==> config.mk <==
export PLATFORM = sky130hd
export DESIGN_NAME = frequency_analyzer_axi_reader
export DESIGN_NICKNAME = d
export VERILOG_FILES = /design/src/rtl/frequency_analyzer_pkg.sv /design/src/rtl/frequency_analyzer_axi_reader.sv
export SDC_FILE = /design/constraint.sdc
export NUM_CORES = 1
export LEC_CHECK = 0
export CAP_MARGIN = 10
export CORE_MARGIN = 5
export CORE_UTILIZATION = 37
export DETAILED_ROUTE_END_ITERATION = 7
export GPL_TIMING_DRIVEN = 0
export PLACE_DENSITY = 0.86
export RECOVER_POWER = 25
export SKIP_LAST_GASP = 1
export SLEW_MARGIN = 30
export SYNTH_ARGS = -nofsm -noshare
export SYNTH_HDL_FRONTEND = slang
export SYNTH_SLANG_ARGS = --single-unit
==> constraint.sdc <==
create_clock -name m00_axi_aclk -period 1.64 [get_ports m00_axi_aclk]
set_clock_uncertainty 0.1 [all_clocks]
set_input_delay 0.492 -clock m00_axi_aclk [delete_from_list [all_inputs] [get_ports m00_axi_aclk]]
set_output_delay 0.492 -clock m00_axi_aclk [all_outputs]
set_load 0.05 [all_outputs]
==> src/rtl/frequency_analyzer_pkg.sv <==
// -----------------------------------------------------------------------------
// frequency_analyzer_pkg
//   Shared definitions for the frequency analyzer AXI4-Lite reader. It holds
//   the FSM state encoding, the AXI response codes, and a small helper that
//   classifies a response as a fault.
// -----------------------------------------------------------------------------
package frequency_analyzer_pkg;

  // FSM state encoding.
  localparam logic [2:0] ST_IDLE    = 3'd0;
  localparam logic [2:0] ST_RD_ADDR = 3'd1;
  localparam logic [2:0] ST_RD_DATA = 3'd2;
  localparam logic [2:0] ST_WR      = 3'd3;
  localparam logic [2:0] ST_WR_RESP = 3'd4;
  localparam logic [2:0] ST_DONE    = 3'd5;

  // AXI response codes.
  localparam logic [1:0] RESP_OKAY   = 2'b00;
  localparam logic [1:0] RESP_EXOKAY = 2'b01;
  localparam logic [1:0] RESP_SLVERR = 2'b10;
  localparam logic [1:0] RESP_DECERR = 2'b11;

  // The manager only issues plain accesses, so any response other than OKAY
  // counts as a fault.
  function automatic logic resp_is_error(input logic [1:0] resp);
    return resp != RESP_OKAY;
  endfunction

endpackage

==> src/rtl/frequency_analyzer_axi_reader.sv <==
// -----------------------------------------------------------------------------
// frequency_analyzer_axi_reader
//   An AXI4-Lite master. It waits for a rising edge on the analyzer's
//   completion interrupt. It then reads REG_COUNT result registers, starting
//   at BASE_ADDR, one transaction at a time. Each returned word is presented
//   on a one-cycle result strobe. After the last read, the block writes
//   CLEAR_VALUE to CLEAR_ADDR to re-arm the analyzer, and it ends the
//   sequence with a one-cycle done pulse.
//
//   The error flag is sticky until the next trigger. It is set by any
//   non-OKAY response and by a watchdog: the watchdog fires when no state
//   change occurs within TIMEOUT_CYCLES. On a timeout the block drops every
//   valid/ready and goes straight to DONE.
//
// Ports
//   m00_axi_aclk / m00_axi_aresetn  clock, asynchronous active-low reset
//   irq                             level interrupt; only its rising edge triggers
//   busy                            high whenever a sequence is in progress
//   result_valid/_index/_data       one-cycle strobe with register ordinal and data
//   done                            one-cycle end-of-sequence pulse
//   error                           sticky fault flag
//   m00_axi_ar*/r*                  read address and read data channels
//   m00_axi_aw*/w*/b*               write address, write data and write response channels
// -----------------------------------------------------------------------------
module frequency_analyzer_axi_reader
  import frequency_analyzer_pkg::*;
#(
  parameter int                                C_M00_AXI_DATA_WIDTH = 32,
  parameter int                                C_M00_AXI_ADDR_WIDTH = 10,
  parameter logic [C_M00_AXI_ADDR_WIDTH-1:0]   BASE_ADDR            = '0,
  parameter int                                REG_COUNT            = 6,
  parameter logic [C_M00_AXI_ADDR_WIDTH-1:0]   CLEAR_ADDR           = 'h18,
  parameter logic [C_M00_AXI_DATA_WIDTH-1:0]   CLEAR_VALUE          = 'd1,
  parameter int                                TIMEOUT_CYCLES       = 1024
) (
  input  logic                                m00_axi_aclk,
  input  logic                                m00_axi_aresetn,

  input  logic                                irq,
  output logic                                busy,
  output logic                                result_valid,
  output logic [2:0]                          result_index,
  output logic [C_M00_AXI_DATA_WIDTH-1:0]     result_data,
  output logic                                done,
  output logic                                error,

  output logic [C_M00_AXI_ADDR_WIDTH-1:0]     m00_axi_araddr,
  output logic [2:0]                          m00_axi_arprot,
  output logic                                m00_axi_arvalid,
  input  logic                                m00_axi_arready,
  input  logic [C_M00_AXI_DATA_WIDTH-1:0]     m00_axi_rdata,
  input  logic [1:0]                          m00_axi_rresp,
  input  logic                                m00_axi_rvalid,
  output logic                                m00_axi_rready,

  output logic [C_M00_AXI_ADDR_WIDTH-1:0]     m00_axi_awaddr,
  output logic [2:0]                          m00_axi_awprot,
  output logic                                m00_axi_awvalid,
  input  logic                                m00_axi_awready,
  output logic [C_M00_AXI_DATA_WIDTH-1:0]     m00_axi_wdata,
  output logic [C_M00_AXI_DATA_WIDTH/8-1:0]   m00_axi_wstrb,
  output logic                                m00_axi_wvalid,
  input  logic                                m00_axi_wready,
  input  logic [1:0]                          m00_axi_bresp,
  input  logic                                m00_axi_bvalid,
  output logic                                m00_axi_bready
);

  localparam int         TMR_W    = $clog2(TIMEOUT_CYCLES + 1);
  localparam logic [TMR_W-1:0] TMR_LAST = TMR_W'(TIMEOUT_CYCLES - 1);
  localparam logic [2:0] LAST_IDX = 3'(REG_COUNT - 1);

  logic [2:0]                      state_q,     state_d;
  logic                            irq_q;
  logic [2:0]                      index_q,     index_d;
  logic                            error_q,     error_d;
  logic                            aw_pend_q,   aw_pend_d;
  logic                            w_pend_q,    w_pend_d;
  logic [TMR_W-1:0]                timer_q,     timer_d;
  logic                            res_valid_q, res_valid_d;
  logic [2:0]                      res_index_q, res_index_d;
  logic [C_M00_AXI_DATA_WIDTH-1:0] res_data_q,  res_data_d;

  logic irq_rise;
  logic timeout_hit;

  assign irq_rise    = irq && !irq_q;
  assign timeout_hit = (timer_q == TMR_LAST);

  // ---------------------------------------------------------------------------
  // Next-state logic
  // ---------------------------------------------------------------------------
  always_comb begin
    // NOTE: every signal gets a default before the case, so no path can leave
    // it unassigned and infer a latch.
    state_d     = state_q;
    index_d     = index_q;
    error_d     = error_q;
    aw_pend_d   = aw_pend_q;
    w_pend_d    = w_pend_q;
    res_valid_d = 1'b0;
    res_index_d = res_index_q;
    res_data_d  = res_data_q;

    case (state_q)
      ST_IDLE: begin
        if (irq_rise) begin
          state_d = ST_RD_ADDR;
          index_d = '0;
          error_d = 1'b0;
        end
      end

      ST_RD_ADDR: begin
        if (m00_axi_arready) begin
          state_d = ST_RD_DATA;
        end else if (timeout_hit) begin
          error_d = 1'b1;
          state_d = ST_DONE;
        end
      end

      ST_RD_DATA: begin
        if (m00_axi_rvalid) begin
          res_valid_d = 1'b1;
          res_index_d = index_q;
          res_data_d  = m00_axi_rdata;
          if (resp_is_error(m00_axi_rresp)) error_d = 1'b1;
          if (index_q < LAST_IDX) begin
            index_d = index_q + 3'd1;
            state_d = ST_RD_ADDR;
          end else begin
            // Both write channels are launched together. Each then retires
            // on its own handshake.
            aw_pend_d = 1'b1;
            w_pend_d  = 1'b1;
            state_d   = ST_WR;
          end
        end else if (timeout_hit) begin
          error_d = 1'b1;
          state_d = ST_DONE;
        end
      end

      ST_WR: begin
        aw_pend_d = aw_pend_q && !m00_axi_awready;
        w_pend_d  = w_pend_q  && !m00_axi_wready;
        if (!aw_pend_d && !w_pend_d) begin
          state_d = ST_WR_RESP;
        end else if (timeout_hit) begin
          aw_pend_d = 1'b0;
          w_pend_d  = 1'b0;
          error_d   = 1'b1;
          state_d   = ST_DONE;
        end
      end

      ST_WR_RESP: begin
        if (m00_axi_bvalid) begin
          if (resp_is_error(m00_axi_bresp)) error_d = 1'b1;
          state_d = ST_DONE;
        end else if (timeout_hit) begin
          error_d = 1'b1;
          state_d = ST_DONE;
        end
      end

      ST_DONE: state_d = ST_IDLE;

      default: state_d = ST_IDLE;
    endcase

    // The watchdog measures time spent in the current state. It is not
    // running while idle.
    if (state_d != state_q || state_q == ST_IDLE) timer_d = '0;
    else                                          timer_d = timer_q + 1'b1;
  end

  // ---------------------------------------------------------------------------
  // State registers
  // ---------------------------------------------------------------------------
  // NOTE: sequential state uses non-blocking assignments, so every register
  // samples pre-edge values regardless of evaluation order.
  always_ff @(posedge m00_axi_aclk or negedge m00_axi_aresetn) begin
    if (!m00_axi_aresetn) begin
      state_q     <= ST_IDLE;
      irq_q       <= 1'b0;
      index_q     <= '0;
      error_q     <= 1'b0;
      aw_pend_q   <= 1'b0;
      w_pend_q    <= 1'b0;
      timer_q     <= '0;
      res_valid_q <= 1'b0;
      res_index_q <= '0;
      res_data_q  <= '0;
    end else begin
      state_q     <= state_d;
      irq_q       <= irq;
      index_q     <= index_d;
      error_q     <= error_d;
      aw_pend_q   <= aw_pend_d;
      w_pend_q    <= w_pend_d;
      timer_q     <= timer_d;
      res_valid_q <= res_valid_d;
      res_index_q <= res_index_d;
      res_data_q  <= res_data_d;
    end
  end

  // ---------------------------------------------------------------------------
  // Outputs
  // ---------------------------------------------------------------------------
  // These are decoded from registered state, so they fall to zero as soon as
  // reset is asserted. Address and data are zeroed whenever the matching
  // valid is low.
  assign busy         = (state_q != ST_IDLE);
  assign done         = (state_q == ST_DONE);
  assign error        = error_q;
  assign result_valid = res_valid_q;
  assign result_index = res_index_q;
  assign result_data  = res_data_q;

  assign m00_axi_arvalid = (state_q == ST_RD_ADDR);
  assign m00_axi_araddr  = m00_axi_arvalid
                         ? BASE_ADDR + (C_M00_AXI_ADDR_WIDTH'(index_q) << 2)
                         : '0;
  assign m00_axi_arprot  = 3'b000;
  assign m00_axi_rready  = (state_q == ST_RD_DATA);

  assign m00_axi_awvalid = aw_pend_q;
  assign m00_axi_awaddr  = aw_pend_q ? CLEAR_ADDR : '0;
  assign m00_axi_awprot  = 3'b000;
  assign m00_axi_wvalid  = w_pend_q;
  assign m00_axi_wdata   = w_pend_q ? CLEAR_VALUE : '0;
  assign m00_axi_wstrb   = w_pend_q ? '1 : '0;
  assign m00_axi_bready  = (state_q == ST_WR_RESP);

endmodule

==> impl_metrics.json, run 1 <==
{
  "die_y_um": 101.6,
  "synth.most_common_cell": "buf_4",
  "p_seq_share_pct": 24.0,
  "failed_checks": "setup timing",
  "placementRows": 33,
  "routed_via_density": 4.806,
  "die_w_um": 101.6,
  "num_antenna_cells": 0,
  "arrival_ns": 1.49,
  "post_synth_instance_area_um2": 3104,
  "final_cell_area_um2": 5645,
  "top_usage_layer": "met2",
  "placed_area_um2": 4494,
  "synth_area_leaders": "dfrtp_1 (46%), buf_4 (15%), mux2_2 (13%), nor4_2 (3.2%), nor2_1 (1.9%)",
  "clock_latency_ns": 0.34,
  "grt_pass1_wl_um": 14620,
  "ctsLongestPathBuffers": 2,
  "synth_largest_area_cell": "dfrtp_1",
  "wl_per_cell_um": 17.46,
  "ys.warnings.count": 0,
  "clkPwrFrac_pct": 17.8,
  "tritoncts": "yes",
  "gp_congestion": 0.8426,
  "slowest_delay_ns": 0.43,
  "cp.depth": 4,
  "slew_viol_final": 0,
  "slew_headroom_pct": 66.48,
  "syn_to_final_growth_pct": 81.86,
  "r2r_cells": 9,
  "core_um2": 8175,
  "use_met1_pct": 19.65,
  "fin_hold_ws_ns": 0.4086,
  "async_reset_ff_share_pct": 100.0,
  "leakage_nw": 2.773,
  "synth_compound_area_share_pct": 6.006,
  "syn_avg_cell_area_um2": 11.29,
  "ys_seq_area_share_pct": 45.95,
  "fin_crit_ns": 2.086,
  "first_pass_iters": 4,
  "synth_top_family_by_area": "buffers and inverters",
  "vias": 2927,
  "final_core_util_pct": 69.05,
  "required_ns": 1.05,
  "cts_root_buf": "clkbuf_8",
  "overflow": 0,
  "dieArea_um2": 10320,
  "path_clk_slew_ns": 0.08,
  "synth_xor_area_share_pct": 2.539,
  "startpoint_type": "register",
  "synth_edf_count": 0,
  "drc": 0,
  "synth_cell_types": 48,
  "h-tree-depth": 3,
  "maxCapViolations": 0,
  "hold_viol_final": 0,
  "io_buffers": 97,
  "cpLargestDelayFamily": "simple AND/OR/NAND/NOR gates",
  "dp_hpwl_um": 5765,
  "drtAntennaViolNets": 0,
  "worst_path_max_delay_cell": "dfrtp_1",
  "critPathMaxFanout": 7,
  "clock_sinks": 57,
  "finalWirelength_um": 10630,
  "rsz0062_at_grt": "true",
  "io_pins": 150,
  "worst_pin_slew_ns": 0.5010,
  "synthSimpleGateAreaFrac_pct": 14.39,
  "grt_usage_pct": 18.51,
  "grt_pass1_vias": 2959,
  "synthFlopType": "dfrtp_1",
  "p_int_mw": 4.568,
  "synthDominantCellAreaShare_pct": 45.95,
  "use_met3_pct": 7.713,
  "p_total_mw": 8.383,
  "ys_ff_latch": 57,
  "p_sw_share_pct": 45.51,
  "antenna_found_initial": 0,
  "outcome": "complete, but fails checks",
  "initial_core_util_pct": 37.97,
  "combPwrFrac_pct": 58.2,
  "muxShareOfSynthArea_pct": 13.06,
  "dp_slack_ns": -0.8230,
  "power_density_nw_per_um2": 1485,
  "final_layout_size_suffix_gt1_share_pct": 58.53,
  "syn_inst": 275,
  "p_switching_mw": 3.815,
  "numCtsBuffers": 9,
  "global_route.usage.met2_pct": 31.34,
  "holdPathStages": 1,
  "crit_chain": "inv_2 > nor3_4 > and2_4 > buf_8",
  "critPathKind": "register to output port",
  "fmax_ghz": 0.4793,
  "setup_viol": 71,
  "crit_path_end_kind": "output port",
  "grt_max_degree": 41,
  "drt_iter0_markers": 149,
  "fin_crit_sh_pct": 127.2,
  "fin_ws_ns": -0.4463,
  "vdd_drop_max_uv": 1155,
  "layout.nets": 545,
  "holdCritPathClass": "register to register",
  "synth-adder-area-share_pct": 0.8061,
  "cp_num_buf_inv": 2,
  "synthTopCellsByCount": "buf_4 (60), dfrtp_1 (57), mux2_2 (36)"
}
[placed cells by master (no fill, tap or decap), types with 3 or more instances in the layout]
cell type	count
and2_1	3
and2_4	5
buf_12	3
buf_2	38
buf_4	91
buf_6	37
buf_8	15
clkbuf_8	10
clkdlybuf4s50_1	39
conb_1	52
dfrtp_1	53
dfrtp_2	4
mux2_2	5
mux2_4	31
nand2_1	7
nand2b_1	3
nand4_1	4
nor2_1	12
nor2_2	4
nor3_4	4
nor4_2	3
nor4_4	7
xnor2_1	3
xor2_1	6
[power groups by stage]
stage,registers (mW),logic [mW],clock network (mW)
finish,2.01,4.88,1.49
global route,2.06,5.07,1.58
CTS,1.99,4.27,1.50
floorplan,3.17,1.51,0
detailed placement,2.02,3.82,0
global placement,1.99,3.78,0
[through the flow]
stage | setup TNS, ns | std cells
2_1_floorplan | -4.122 | 326
3_3_place_gp | -144.07 | 528
3_5_place_dp | -38.91 | 529
4_1_cts | -16.69 | 593
5_1_grt | -20.43 | 609
6_report | -17.04 | 609
[flip-flops by register name (all words and copies together), names as in the netlist, 3 cells and up]
name          cells
index_q           3
result_index      3
timer_q          11
result_data      32
state_q           3
[area by class of cell]
| cell class | instances | area [um^2] |
|---|---|---|
| fill | 559 | 2530 |
| multi-input combinational | 194 | 1737 |
| timing repair buffer | 166 | 1530 |
| sequential | 57 | 1431 |
| buffer | 65 | 558.0 |
| clock buffer | 11 | 141.4 |
| tap | 105 | 131.4 |
| clock inverter | 5 | 78.83 |
| inverter | 6 | 37.54 |
[timing repair]
action | in CTS | in global routing
endpoints found under the setup margin | 102 | 73
hold endpoints to repair | 17 | 0
cloned | 5 | 0
resized for setup | 374 | 74
buffers inserted | 43 | 30
pin swaps | 23 | 16
hold buffers | 1 | 0
[per-layer routing]
metal,up-vias,share of wire (%)
li1,1290,-
met1,1394,34
met2,193,50
met3,50,11
met4,0,5.0
met5,-,0
[logic make-up after synthesis]
logic type,count (synthesis)
buffers and inverters,75
and+or+nand+nor,70
muxes,36
xor gates and xnor gates,9
other,1
DFF,57
adders and majority gates,2
AOI/OAI and AO/OA,25
[final timing paths]
kind	startpoint	end	slack [ns]
min in group asynchronous	m00_axi_aresetn	timer_q[5]	0.54
min reg2reg	result_data[22]	result_data[22]	0.41
max in group asynchronous	m00_axi_aresetn	state_q[1]	0.15
min	result_data[22]	result_data[22]	0.41
max	state_q[0]	m00_axi_araddr[4]	-0.45
max reg2reg	state_q[1]	timer_q[0]	-0.44
Note: power is estimated with default switching activity, not from simulation.
==> run 2: changes to the inputs <==
Settings changed: GPL_TIMING_DRIVEN 0 to not set, SLEW_MARGIN 30 to not set.
==> impl_metrics.json, run 2 (synthesis gave the netlist of run 1 again) <==
{
  "outcome": "complete, but fails checks",
  "failed_checks": "setup timing",
  "grt_usage_pct": 18.30,
  "h-tree-depth": 3,
  "tritoncts": "yes",
  "leakage_nw": 2.646,
  "dp_hpwl_um": 6306,
  "worst_pin_slew_ns": 0.8143,
  "arrival_ns": 1.51,
  "wl_per_cell_um": 18.38,
  "io_buffers": 97,
  "final_cell_mix": "buf_12 (64), dfrtp_1 (53), conb_1 (52), buf_4 (52), clkdlybuf4s50_1 (39)",
  "critPathMaxFanout": 4,
  "maxCapViolations": 0,
  "startpoint_type": "register",
  "die_y_um": 101.6,
  "fin_crit_ns": 2.107,
  "drtAntennaViolNets": 0,
  "io_pins": 150,
  "hold_viol_final": 0,
  "final_core_util_pct": 72.16,
  "dieArea_um2": 10320,
  "setup_viol": 67,
  "cp_num_buf_inv": 2,
  "dp_slack_ns": -0.7278,
  "path_clk_slew_ns": 0.07,
  "wl_met3_um": 1109,
  "grt_pass1_wl_um": 14620,
  "slew_viol_final": 0,
  "cts_root_buf": "clkbuf_8",
  "fin_ws_ns": -0.4665,
  "nFillCells": 491,
  "critPathKind": "register to output port",
  "cpLargestDelayFamily": "flip-flops",
  "die_w_um": 101.6,
  "fin_hold_ws_ns": 0.4771,
  "vdd_drop_max_uv": 1326,
  "initial_core_util_pct": 37.97,
  "drt_iter0_markers": 126,
  "ctsLongestPathBuffers": 2,
  "finalWirelength_um": 10280,
  "final_common_cell": "buf_12",
  "fin_crit_sh_pct": 128.4,
  "holdCritPathClass": "register to register",
  "placementRows": 33,
  "required_ns": 1.05,
  "core_um2": 8175,
  "vias": 2704,
  "slew_headroom_pct": 45.72,
  "power_density_nw_per_um2": 1658,
  "top_layer": "met4",
  "worst_path_max_delay_cell": "dfrtp_2",
  "largest_reg_flops": 32,
  "numCtsBuffers": 9,
  "fmax_ghz": 0.4747,
  "gp_congestion": 0.8606,
  "layout.nets": 495,
  "syn_to_final_growth_pct": 90.04,
  "wl_met1_um": 3593,
  "grt_pass1_vias": 2930,
  "first_pass_iters": 4,
  "final_layout_size_suffix_gt1_share_pct": 51.98,
  "routed_via_density": 4.837,
  "crit_chain": "buf_6 > nor3_4 > and2_4 > buf_12",
  "rsz0062_at_grt": "true",
  "wl_met2_um": 5340,
  "clock_latency_ns": 0.33,
  "antenna_found_initial": 0,
  "slowest_delay_ns": 0.46,
  "overflow": 0,
  "num_antenna_cells": 0,
  "grt_max_degree": 29,
  "drc": 0,
  "crit_path_end_kind": "output port",
  "clock_sinks": 57
}
[run 2: final cells by class]
cell class              count  area, um^2  area share [%]
clock buffers              11       141.4           2.397
clock inverters             5       102.6           1.739
inverters                   6       31.28          0.5302
multi-input cells         194        1698           28.78
flip-flops and latches     57        1431           24.26
well taps                 105       131.4           2.227
repair buffers            181        2364           40.06
[run 2: through the flow]
| step | power, mW | instance area [um^2] | cells | TNS [ns] |
|---|---|---|---|---|
| floorplan | 4.681 | 3374 | 326 | -4.122 |
| global placement | 7.034 | 4920 | 509 | -28.16 |
| detailed placement | 7.157 | 4920 | 509 | -30.29 |
| CTS | 9.260 | 5629 | 551 | -13.58 |
| global route | 10.15 | 5899 | 559 | -17.32 |
| finish | 9.784 | 5899 | 559 | -14.07 |
[run 2: power breakdown]
| part | internal [mW] | leakage (nW) | total (mW) | switching [mW] |
|---|---|---|---|---|
| Sequential | 1.79 | 0.748 | 2.23 | 0.444 |
| Combinational | 2.97 | 1.78 | 5.93 | 2.95 |
| Clock | 1.05 | 0.120 | 1.63 | 0.576 |
[run 2: final timing paths]
check                      slack (ns)  depth (start not counted)            start                 to
setup / recovery                -0.47                          4       state_q[2]  m00_axi_araddr[2]
hold / removal                   0.48                          1  result_data[30]    result_data[30]
hold reg to reg                  0.48                          1  result_data[30]    result_data[30]
max in group asynchronous        0.10                          3  m00_axi_aresetn    result_data[23]
min in group asynchronous        0.67                          2  m00_axi_aresetn         state_q[1]
setup reg to reg                -0.42                          8       state_q[2]        timer_q[10]
[run 2: timing repair]
item	4_1_cts	5_1_grt
gates resized for setup	44	61
endpoints found under the hold margin	9	0
setup buffers	23	12
setup endpoints to repair	64	70
pin swaps	11	17
cloned	3	0
hold buffers	1	0
[run 2: worst reg2reg max path: stages (launching register included)]
cell	delay (ns)
dfrtp_2	0.46
buf_12	0.15
buf_8	0.12
o21a_1	0.14
buf_4	0.15
a311o_1	0.34
a31oi_2	0.25
o21ai_1	0.17
nor2_4	0.12
[run 2: per-layer routing]
layer	vias to the layer above	global-route usage [%]
met5	-	0
met4	0	6.135
met3	22	7.989
met2	156	32.14
met1	1339	19.65
li1	1187	-
